`config.mk`:
```
export PLATFORM = sky130hd
export DESIGN_NAME = hilehase_event_capture_flat
export DESIGN_NICKNAME = d
export VERILOG_FILES = /design/src/rtl/hilehase_event_capture_pkg.sv /design/src/rtl/hilehase_event_capture_if.sv /design/src/rtl/hilehase_event_fifo.sv /design/src/rtl/hilehase_event_capture.sv /design/src/flat_wrapper.sv
export SDC_FILE = /design/constraint.sdc
export NUM_CORES = 1
export LEC_CHECK = 0
export CORE_MARGIN = 2
export CORE_UTILIZATION = 25
export DETAILED_ROUTE_END_ITERATION = 6
export SLEW_MARGIN = 10
export SYNTH_ARGS = -nofsm -noshare
export SYNTH_HDL_FRONTEND = slang
export SYNTH_SLANG_ARGS = --single-unit
export TNS_END_PERCENT = 20
```
`constraint.sdc`:
```
create_clock -name clk -period 9.9 [get_ports clk]
set_input_delay 0.99 -clock clk [delete_from_list [all_inputs] [get_ports clk]]
set_output_delay 0.99 -clock clk [all_outputs]
set_load 0.1 [all_outputs]
```
`src/rtl/hilehase_event_capture_pkg.sv`:
```
// hilehase_pkg: shared types for the HILEHASE event capture front end.
package hilehase_pkg;
    localparam int EV_TS_W = 32;
    typedef logic [1:0] sig_code_t;
    localparam sig_code_t CODE_0 = 2'd0;
    localparam sig_code_t CODE_1 = 2'd1;
    localparam sig_code_t CODE_X = 2'd2;
    localparam sig_code_t CODE_Z = 2'd3;
    // "time" is reserved in SV, so the timestamp field is named ts
    typedef struct packed {
        logic [7:0]         id;
        sig_code_t          val;
        logic [EV_TS_W-1:0] ts;
    } hilehase_event_t;
    typedef enum logic [1:0] {ARM, INIT, RUN} state_t;
endpackage

```
`src/rtl/hilehase_event_capture_if.sv`:
```
// hilehase_event_capture_if: valid/ready event port towards the DPI bridge stage.
interface hilehase_event_capture_if #(
    parameter int TS_W = 32
);
    logic            ev_valid;
    logic            ev_ready;
    logic [7:0]      ev_id;
    logic [1:0]      ev_val;
    logic [TS_W-1:0] ev_time;
    modport master(output ev_valid, ev_id, ev_val, ev_time, input ev_ready);
    modport slave(input ev_valid, ev_id, ev_val, ev_time, output ev_ready);
endinterface

```
`src/rtl/hilehase_event_fifo.sv`:
```
// hilehase_event_fifo: synchronous show-ahead FIFO of hilehase_event_t.
module hilehase_event_fifo
    import hilehase_pkg::*;
#(
    parameter int DEPTH = 16,
    localparam int AW = $clog2(DEPTH)
) (
    input  logic            clk,
    input  logic            rst,
    input  logic            i_push,
    input  logic            i_pop,
    input  hilehase_event_t i_wdata,
    output hilehase_event_t o_rdata,
    output logic            o_full,
    output logic            o_empty,
    output logic [AW:0]     o_count
);
    localparam int CW = AW + 1;
    hilehase_event_t r_mem[DEPTH];
    logic [AW-1:0] r_wp, r_rp;
    logic [AW:0] r_cnt;

    always_ff @(posedge clk) if (i_push) r_mem[r_wp] <= i_wdata;

    always_ff @(posedge clk or posedge rst) begin
        if (rst) begin
            r_wp  <= '0;
            r_rp  <= '0;
            r_cnt <= '0;
        end else begin
            if (i_push) r_wp <= r_wp + AW'(1);
            if (i_pop) r_rp <= r_rp + AW'(1);
            r_cnt <= r_cnt + CW'(i_push) - CW'(i_pop);
        end
    end

    assign o_rdata = r_mem[r_rp];
    assign o_full  = r_cnt == CW'(DEPTH);
    assign o_empty = r_cnt == '0;
    assign o_count = r_cnt;
endmodule

```
`src/rtl/hilehase_event_capture.sv`:
```
// hilehase_event_capture: timestamps per-signal value changes and queues them as events.
// Optional HILEHASE_INIT_EVENT_EN emits one initial-value event per signal after reset.
module hilehase_event_capture
    import hilehase_pkg::*;
#(
    parameter int NUM_SIG = 6,
    parameter int DEPTH   = 16,
    parameter int TS_W    = 32
) (
    input  logic                     clk,
    input  logic                     rst,
    input  logic [2*NUM_SIG-1:0]     sig_code,
    hilehase_event_capture_if.master ev,
    output logic [15:0]              drop_cnt,
    output logic                     fifo_full
);
    localparam int SW = (NUM_SIG > 1) ? $clog2(NUM_SIG) : 1;
    localparam int CW = $clog2(DEPTH) + 1;
`ifdef HILEHASE_INIT_EVENT_EN
    localparam state_t ARM_NEXT = INIT;
`else
    localparam state_t ARM_NEXT = RUN;
`endif
    state_t r_state, w_state_nxt;
    logic [TS_W-1:0] r_ts;
    sig_code_t r_prev[NUM_SIG];
    sig_code_t r_pend_val[NUM_SIG];
    sig_code_t w_sig[NUM_SIG];
    logic [TS_W-1:0] r_pend_ts[NUM_SIG];
    logic [NUM_SIG-1:0] r_pend, w_chg, w_pushed;
    logic [15:0] r_drop;
    logic [16:0] w_drop_sum;
    logic [7:0] w_ndrop;
    logic [SW-1:0] w_sel;
    logic w_push, w_pop, w_full, w_empty;
    logic [CW-1:0] w_count;
    hilehase_event_t w_wdata, w_head;

    always_comb w_state_nxt = (r_state == ARM) ? ARM_NEXT : RUN;

    always_comb begin
        w_sel = '0;
        for (int i = NUM_SIG - 1; i >= 0; i--) if (r_pend[i]) w_sel = SW'(i);
    end

    // a pop frees a slot on the same edge, so a full FIFO can still accept a push
    assign w_pop   = !w_empty && ev.ev_ready;
    assign w_push  = |r_pend && (w_count != CW'(DEPTH) || w_pop);
    assign w_wdata = '{id: 8'(w_sel) + 8'd1, val: r_pend_val[w_sel], ts: EV_TS_W'(r_pend_ts[w_sel])};

    always_comb begin
        w_ndrop = '0;
        for (int i = 0; i < NUM_SIG; i++) begin
            w_sig[i]    = sig_code[2*i +: 2];
            w_chg[i]    = (r_state == RUN) && (w_sig[i] != r_prev[i]);
            w_pushed[i] = w_push && (w_sel == SW'(i));
            w_ndrop     = w_ndrop + 8'(w_chg[i] && r_pend[i] && !w_pushed[i]);
        end
        w_drop_sum = {1'b0, r_drop} + 17'(w_ndrop);
    end

    always_ff @(posedge clk or posedge rst) begin
        if (rst) begin
            r_state <= ARM;
            r_ts    <= '0;
            r_pend  <= '0;
            r_drop  <= '0;
            for (int i = 0; i < NUM_SIG; i++) begin
                r_prev[i]     <= CODE_0;
                r_pend_val[i] <= CODE_0;
                r_pend_ts[i]  <= '0;
            end
        end else begin
            r_state <= w_state_nxt;
            r_ts    <= r_ts + TS_W'(1);
            r_drop  <= w_drop_sum[16] ? 16'hFFFF : w_drop_sum[15:0];
            for (int i = 0; i < NUM_SIG; i++) begin
                if (r_state == ARM || w_chg[i]) r_prev[i] <= w_sig[i];
                if (r_state == INIT) begin
                    r_pend[i]     <= 1'b1;
                    r_pend_val[i] <= r_prev[i];
                    r_pend_ts[i]  <= '0;
                end else if (w_chg[i]) begin
                    r_pend[i]     <= 1'b1;
                    r_pend_val[i] <= w_sig[i];
                    r_pend_ts[i]  <= r_ts;
                end else if (w_pushed[i]) begin
                    r_pend[i] <= 1'b0;
                end
            end
        end
    end

    hilehase_event_fifo #(.DEPTH(DEPTH)) u_fifo (
        .clk    (clk),
        .rst    (rst),
        .i_push (w_push),
        .i_pop  (w_pop),
        .i_wdata(w_wdata),
        .o_rdata(w_head),
        .o_full (w_full),
        .o_empty(w_empty),
        .o_count(w_count)
    );

    assign ev.ev_valid = !w_empty;
    assign ev.ev_id    = w_empty ? '0 : w_head.id;
    assign ev.ev_val   = w_empty ? '0 : w_head.val;
    assign ev.ev_time  = w_empty ? '0 : w_head.ts[TS_W-1:0];
    assign drop_cnt    = r_drop;
    assign fifo_full   = w_full;
endmodule

```
`src/flat_wrapper.sv`:
```
// flat-port wrapper written by rule: the top's interface ports become plain ports
module hilehase_event_capture_flat import hilehase_pkg::*;
#(
    parameter int NUM_SIG = 6,
    parameter int DEPTH   = 16,
    parameter int TS_W    = 32
)
  (clk, rst, sig_code, drop_cnt, fifo_full, ev_ev_valid, ev_ev_id, ev_ev_val, ev_ev_time, ev_ev_ready);
  hilehase_event_capture_if #(.TS_W(TS_W)) ev_i ();
  input  logic clk;
  input  logic rst;
  input  logic [2*NUM_SIG-1:0] sig_code;
  output logic [15:0] drop_cnt;
  output logic fifo_full;
  output wire logic [$bits(ev_i.ev_valid)-1:0] ev_ev_valid;
  output wire logic [$bits(ev_i.ev_id)-1:0] ev_ev_id;
  output wire logic [$bits(ev_i.ev_val)-1:0] ev_ev_val;
  output wire logic [$bits(ev_i.ev_time)-1:0] ev_ev_time;
  input wire logic [$bits(ev_i.ev_ready)-1:0] ev_ev_ready;
  assign ev_ev_valid = ev_i.ev_valid;
  assign ev_ev_id = ev_i.ev_id;
  assign ev_ev_val = ev_i.ev_val;
  assign ev_ev_time = ev_i.ev_time;
  assign ev_i.ev_ready = ev_ev_ready;
  hilehase_event_capture #(.NUM_SIG(NUM_SIG), .DEPTH(DEPTH), .TS_W(TS_W)) u_core (.clk(clk), .rst(rst), .sig_code(sig_code), .ev(ev_i), .drop_cnt(drop_cnt), .fifo_full(fifo_full));
endmodule
```
---- Word-level counts from Yosys, hierarchy flattened ----
Memory sizes are Yosys's and may differ from the RTL's.
Cells that the tools add are included.
storage, ports and cells
  flip-flop bits (word level) ............. 284
  memory bits (writable) .................. 608
  output and inout bits ................... 60
  word-level logic and storage cells ...... 138
  memories kept ........................... 1
operators by class
  $add $sub $neg .......................... 12
  magnitude comparators ................... 1
  equality and inequality tests ........... 13
  multiplexer cells ....................... 30
  bitwise logic cells ..................... 1
  reductions and logical operators ........ 50
memories
  memory               depth  bits a word  rd ports  clocked after Yosys merged registers in  wr ports  RTL line                   RTL
  u_core.u_fifo.r_mem  16     38           1         0                                        1         hilehase_event_fifo.sv:19  hilehase_event_t r_mem[DEPTH];
operators with widths
  kind                   count
  $bmux 32 s3            1
  $mux 32                3
  $add 32x1->32 const B  1
  $add 8x1->8            4
  $logic_and 1x1->1      26
  $mux 3                 6
  $add 16x8->17          1
  $mux 16                1
  $mux 1                 14
  $ne 2x2->1             6
  $reduce_bool 2->1      6
  $add 4x1->4 const B    2
  $mux 8                 1
  $logic_not 1->1        7
  $logic_or 1x1->1       7
  $bmux 2 s3             1
  $eq 3x2->1 const B     2
  $eq 3x3->1 const B     2
  $mux 2                 3
  $reduce_or 6->1        1
  $add 5x1->5            1
  $eq 5x5->1 const B     1
  $logic_not 5->1        1
  $ne 5x5->1 const B     1
  8 further kinds        8

---- Longest topological paths before layout ----
  depth after elaboration ................. 17
  depth in mapped cells ................... 23
  mapped depth without buffers ............ 21

---- Cells and area by module ----
From an unflattened synthesis, not the netlist that was laid out.
unflattened totals
  cells, all modules ...................... 2078
  area, all modules ....................... 38245.4 um2
by module, submodules not included
  module                  instances  cells each  area each (um2)
  hilehase_event_fifo     1          1109        25924.9
  hilehase_event_capture  1          969         12320.6

---- Least setup slack after synthesis ----
OpenSTA, ideal clock, no wires.
  path kind ............................... flip-flop to flip-flop
  start ................................... reg u_core.r_pend[5]
  end ..................................... reg u_core.r_drop[15], in the netlist u_core.drop_cnt[15]
  arrival ................................. 5.434 ns
  required time ........................... 9.774 ns
  setup slack ............................. 4.340 ns
  cell stages (with the launch flop) ...... 23
  clock period less this slack ............ 5.560 ns
  path through ............................ dfrtp_1 -> nor2b_1 -> o21bai_1 -> a21o_1 -> buf_4 -> clkbuf_1 -> inv_1 -> ha_1 -> nand2_1 -> nand2_1 -> nor2_1 -> ha_1 -> fa_1 -> inv_1 -> fa_1 -> fa_1 -> inv_1 -> ha_1 -> a21o_1 -> a21oi_1 -> nor2_1 -> nand3_1 -> mux2_2
between the ends
  longest elaborated chain between the ends .. 17
  elaborated cells between the ends (all ways) .. 40
  those cells by class .................... add/sub: 6; eq/ne: 5; mux: 7; reduce/logical: 22
ends and longest elaborated chain
  element                                               RTL line                      RTL
  start: declaration                                    hilehase_event_capture.sv:30  logic [NUM_SIG-1:0] r_pend, w_chg, w_pushed;
  start signal: assignment                              hilehase_event_capture.sv:66  r_pend <= '0;
  start signal: indexed assignment                      hilehase_event_capture.sv:80  r_pend[i] <= 1'b1;
  start signal: indexed assignment                      hilehase_event_capture.sv:84  r_pend[i] <= 1'b1;
  $mux 3 (6 in a row)                                   hilehase_event_capture.sv:43  for (int i = NUM_SIG - 1; i >= 0; i--) if (r_pend[i]) w_sel = SW'(i);
  $eq 3x1->1 / $logic_not 3->1 (equally long branches)  hilehase_event_capture.sv:56  w_pushed[i] = w_push && (w_sel == SW'(i));
  $logic_and 1x1->1                                     hilehase_event_capture.sv:56
  $logic_not 1->1                                       hilehase_event_capture.sv:57  w_ndrop = w_ndrop + 8'(w_chg[i] && r_pend[i] && !w_pushed[i]);
  $logic_and 1x1->1                                     hilehase_event_capture.sv:57
  $add 1x1->2                                           hilehase_event_capture.sv:57
  $add 8x1->8 (3 in a row)                              hilehase_event_capture.sv:57
  $add 8x1->8 *                                         hilehase_event_capture.sv:57
  $add 16x8->17 *                                       hilehase_event_capture.sv:59  w_drop_sum = {1'b0, r_drop} + 17'(w_ndrop);
  $mux 16 *                                             hilehase_event_capture.sv:76  r_drop <= w_drop_sum[16] ? 16'hFFFF : w_drop_sum[15:0];
  end signal: assignment                                hilehase_event_capture.sv:76
  end: declaration                                      hilehase_event_capture.sv:31  logic [15:0] r_drop;
Every way passes the cells marked *; elsewhere a longest branch is shown, timed or not.
A chain may end at the register's enable or synchronous reset.

---- Worst setup path after layout ----
  start ................................... reg u_core.r_pend[5]
  end ..................................... reg u_core.r_drop[13], in the netlist u_core.drop_cnt[13]
Same word-level chain as after synthesis.

==> impl_results.md <==
* Antenna-violating nets left at 0
* Slew Limit Fails at 0
* Peak supply drop at 288 uV
* Clk buf depth at 3
* Post_cts resized at 0
* FFs w/ async S/R, synth at a little under a third
* Total GRT Usage at 10.9%
* Setup CP Type: reg2reg
* Clk root buf: clkbuf_16
* Via count at approximately 18000
* Pleak at ~16 nW
* Crit path from: u_core.r_pend[5]
* YS warnings at 0
* Final Skew at roughly 15 ps
* FF-to-FF End: u_core.drop_cnt[13]
* Setup Buffers After CTS at 0
* Crit-path max cell delay at between 700 and 800 ps
* # DRC at 0
* Detailed placement HPWL at 43600 um
* Final hold violations at 0
* Final std cells w/o fill at approximately 4100
* Seq cells post-synth at roughly 900
* FF-to-FF path depth at 18
* Top Family by Delay on Critical Path: adder cells
* Hold Crit Class: reg2reg
* First DRT Iteration DRCs at approximately 1500
* First-pass GRT wire length at about 120000 um
* Core region area at around 140000 um^2
* Status: finished clean
* Critical path, cell by cell: nor2b_1 > o21bai_1 > a21o_4 > inv_1 > ha_1 > nand2_1 > nand2_1 > nor2_1 > ha_1 > fa_1 > inv_1 > fa_1 > fa_1 > fa_1 > nand2b_1 > a21oi_1 > nand4_1 > nand3_1
* Layout cells sized above 1 at about a quarter
* Die Span Y at a little under 400 um
* CTS Buf Count at just over 90
* Largest net degree at the start of global routing at between 100 and 150
* Critical path capture point type: flip-flop
* Clk sinks at roughly 900
* # nets final at between 2000 and 2500
* Crit path max fanout at 82
* Number of setup violations in the final report at 0
* Reg clk slew, reported paths at around 60 ps
* Mapped Area at 36300 um^2
* Average size of a mapped cell at 17.5 um^2
* Tightest Pin Transition at 1180 ps
* Worst path most repeated cell: fa_1
* WL/cell at between 15 and 20 um
* Initial antenna violation count at 4
* Mapped Cells at approximately 2100
* Period utilization at 62.9%
* Worst R2R Start: u_core.r_pend[5]
* Power density cells at between 300 and 400 nW/um^2
* CP Capture Point: u_core.drop_cnt[13]
* WL final at 81400 um
* Initial core utilization at around a quarter
* CTS tree: yes
* Max Fclk at ~0.16 GHz
* Total gr overflow at 0
* Req. time, crit path at between 10000 and 15000 ps
* IO Pins at 75
* Sequential area share after synthesis at 69.8%
* R2r setup slk at between 3000 and 4000 ps
* Crit start category: flip-flop
* Placer congestion estimate at 0.705
* WP buf/inv at 2
* Clock period minus final worst setup slack at approximately 6200 ps
* Setup_tns at 0 ps
* Max Cap Viol at 0
* Slowest-stage cell, CP: a21o_4
* Drt first pass iters at 5
* CP arrival at 6770 ps
* Synth Flop Type: edfxtp_1
* Rows at 139
* Synthesis-to-layout area growth at 16.0%
* PortBufs at 70
* Unique cell type count in the Yosys netlist at 53
* Vias per cell at around 4.4
* Dpl cells at a little under 4000
* Die area at 148000 um^2
* EDFF count, synth at roughly 610
* Relative slew slack at 21.2%
* Clk Latency, worst-skew pair at around 640 ps
* Chip width at between 300 and 400 um
* Vias in the first global route at 18800
* H-tree depth at 3
* CTS Hold Bufs at 0
* RSZ-0062 raised after global routing: false
* Worst path depth at 18
## metal layers
| layer | track usage [%] | wire length (um) | up-vias | share of wire (%) |
|---|---|---|---|---|
| met1 | 14.5 | 36200 | 9692 | 45 |
| met4 | 2.88 | 1830 | 4 | 2.2 |
| met5 | 0 | 20 | - | 0.025 |
| met3 | 1.90 | 3850 | 121 | 4.7 |
| li1 | - | - | 8144 | - |
| met2 | 18.1 | 39500 | 401 | 48 |
## worst reg2reg max path: cells and delay by family, from the launching register on
family                     cells  cell delay [ps]
AOI/OAI and AO/OA              3             1640
DFF                            1              450
adders and majority gates      6             2380
buffers and inverters          2              220
and+or+nand+nor                7             1440
## worst min path at each step
stage                               start                    end  slack (ps)  cells after the start
global placement     u_core.r_pend_ts[32]   u_core.r_pend_ts[32]         460                      2
floorplan           u_core.r_pend_ts[128]  u_core.r_pend_ts[128]         450                      2
CTS                  u_core.r_pend_ts[32]   u_core.r_pend_ts[32]         480                      2
global route          u_core.r_pend_ts[0]    u_core.r_pend_ts[0]         510                      2
finish               u_core.r_pend_ts[64]   u_core.r_pend_ts[64]         480                      2
detailed placement   u_core.r_pend_ts[32]   u_core.r_pend_ts[32]         470                      2
## registers in the layout (all words and copies together) (netlist names)
name / cells
u_core.u_fifo.r_mem: 608
u_core.r_pend_val: 12
u_core.r_pend: 6
u_core.u_fifo.r_wp: 4
u_core.drop_cnt: 16
u_core.u_fifo.o_count: 5
u_core.r_prev: 12
u_core.r_state: 1
u_core.r_pend_ts: 192
u_core.u_fifo.r_rp: 4
u_core.r_ts: 32
## cells by family after synthesis
family,Yosys count,share of synthesized area (%)
mux,463,18.7
compound gates,182,3.36
buf+inv,171,2.10
xor+xnor,62,1.49
simple gates,279,3.54
other cells,2,0.0207
flops,892,69.8
fa+ha+maj,25,0.964
## final cells by class
type	instances	area, um^2
Sequential cell	892	25400
Clock inverter	45	385
Multi-Input combinational cell	1032	10400
Tap cell	1903	2380
Fill cell	14100	102000
Inverter	26	105
Timing Repair Buffer	109	1020
Antenna cell	2	5.00
Clock buffer	120	2490
## report_power, final
part	switching, W	total [W]	internal (W)
logic	0.00329	0.00481	0.00152
registers	0.000319	0.00508	0.00476
clock network	0.00142	0.00332	0.00190
## per-stage QoR
step                setup slack, ps  hold WS [ps]  utilization, %  area [um^2]  power [W]
floorplan                      1070           449               -        36400    0.00859
global placement               3600           462            27.3        39300     0.0100
detailed placement             3580           471            27.3        39300     0.0101
CTS                            3590           484            29.3        42100     0.0134
global route                   3130           511            29.3        42100     0.0138
finish                         3680           482            29.3        42200     0.0132
## cells in the final DEF, fill, tap and decap left out, drive strengths merged, types with 3 or more instances in the layout
cell / n
a211oi: 29
a21o: 32
a21oi: 7
a31oi: 30
and2: 19
and3: 4
and4: 6
buf: 39
bufinv: 5
clkbuf: 120
clkdlybuf4s50: 70
clkinv: 34
clkinvlp: 3
conb: 21
dfrtp: 284
edfxtp: 608
fa: 5
ha: 20
inv: 29
mux2: 201
mux2i: 110
mux4: 152
nand2: 119
nand2b: 6
nand3: 12
nand4: 13
nor2: 71
nor3: 17
o211ai: 4
o21a: 5
o21ai: 21
o22ai: 47
xnor2: 36
xor2: 26
## Yosys cell counts, types with 2 or more instances
cell type  count  area share, %
nand4_1       13           0.22
o211ai_1       4          0.083
mux2_2       201            6.2
and4_1         6           0.14
edfxtp_1     608             50
nand3_1       11           0.15
buf_1          9          0.093
fa_1           5           0.28
o22ai_1       47           0.81
dfrtp_1      284             20
buf_6          3          0.093
mux4_2       152            9.4
and3_1         4          0.069
and2_1        19           0.33
buf_2         62           0.85
o21ai_1        6          0.083
clkbuf_1      65           0.67
ha_1          20           0.69
nor2_1        71           0.73
o21bai_1       2          0.041
nor3b_1        2          0.041
mux2i_1      110            3.0
a21o_1        32           0.66
or2_2          2          0.034
nor3_1        16           0.22
conb_1         2          0.021
nand2_1      119            1.2
a21oi_1        7          0.096
buf_4          6           0.12
nand2b_1       6           0.10
a211oi_1      29           0.60
o21a_1         5           0.10
inv_1         25           0.26
xor2_1        26           0.63
a31oi_1       30           0.52
o21ai_0       15           0.21
xnor2_1       36           0.87
(Power assumes the default switching activity.)
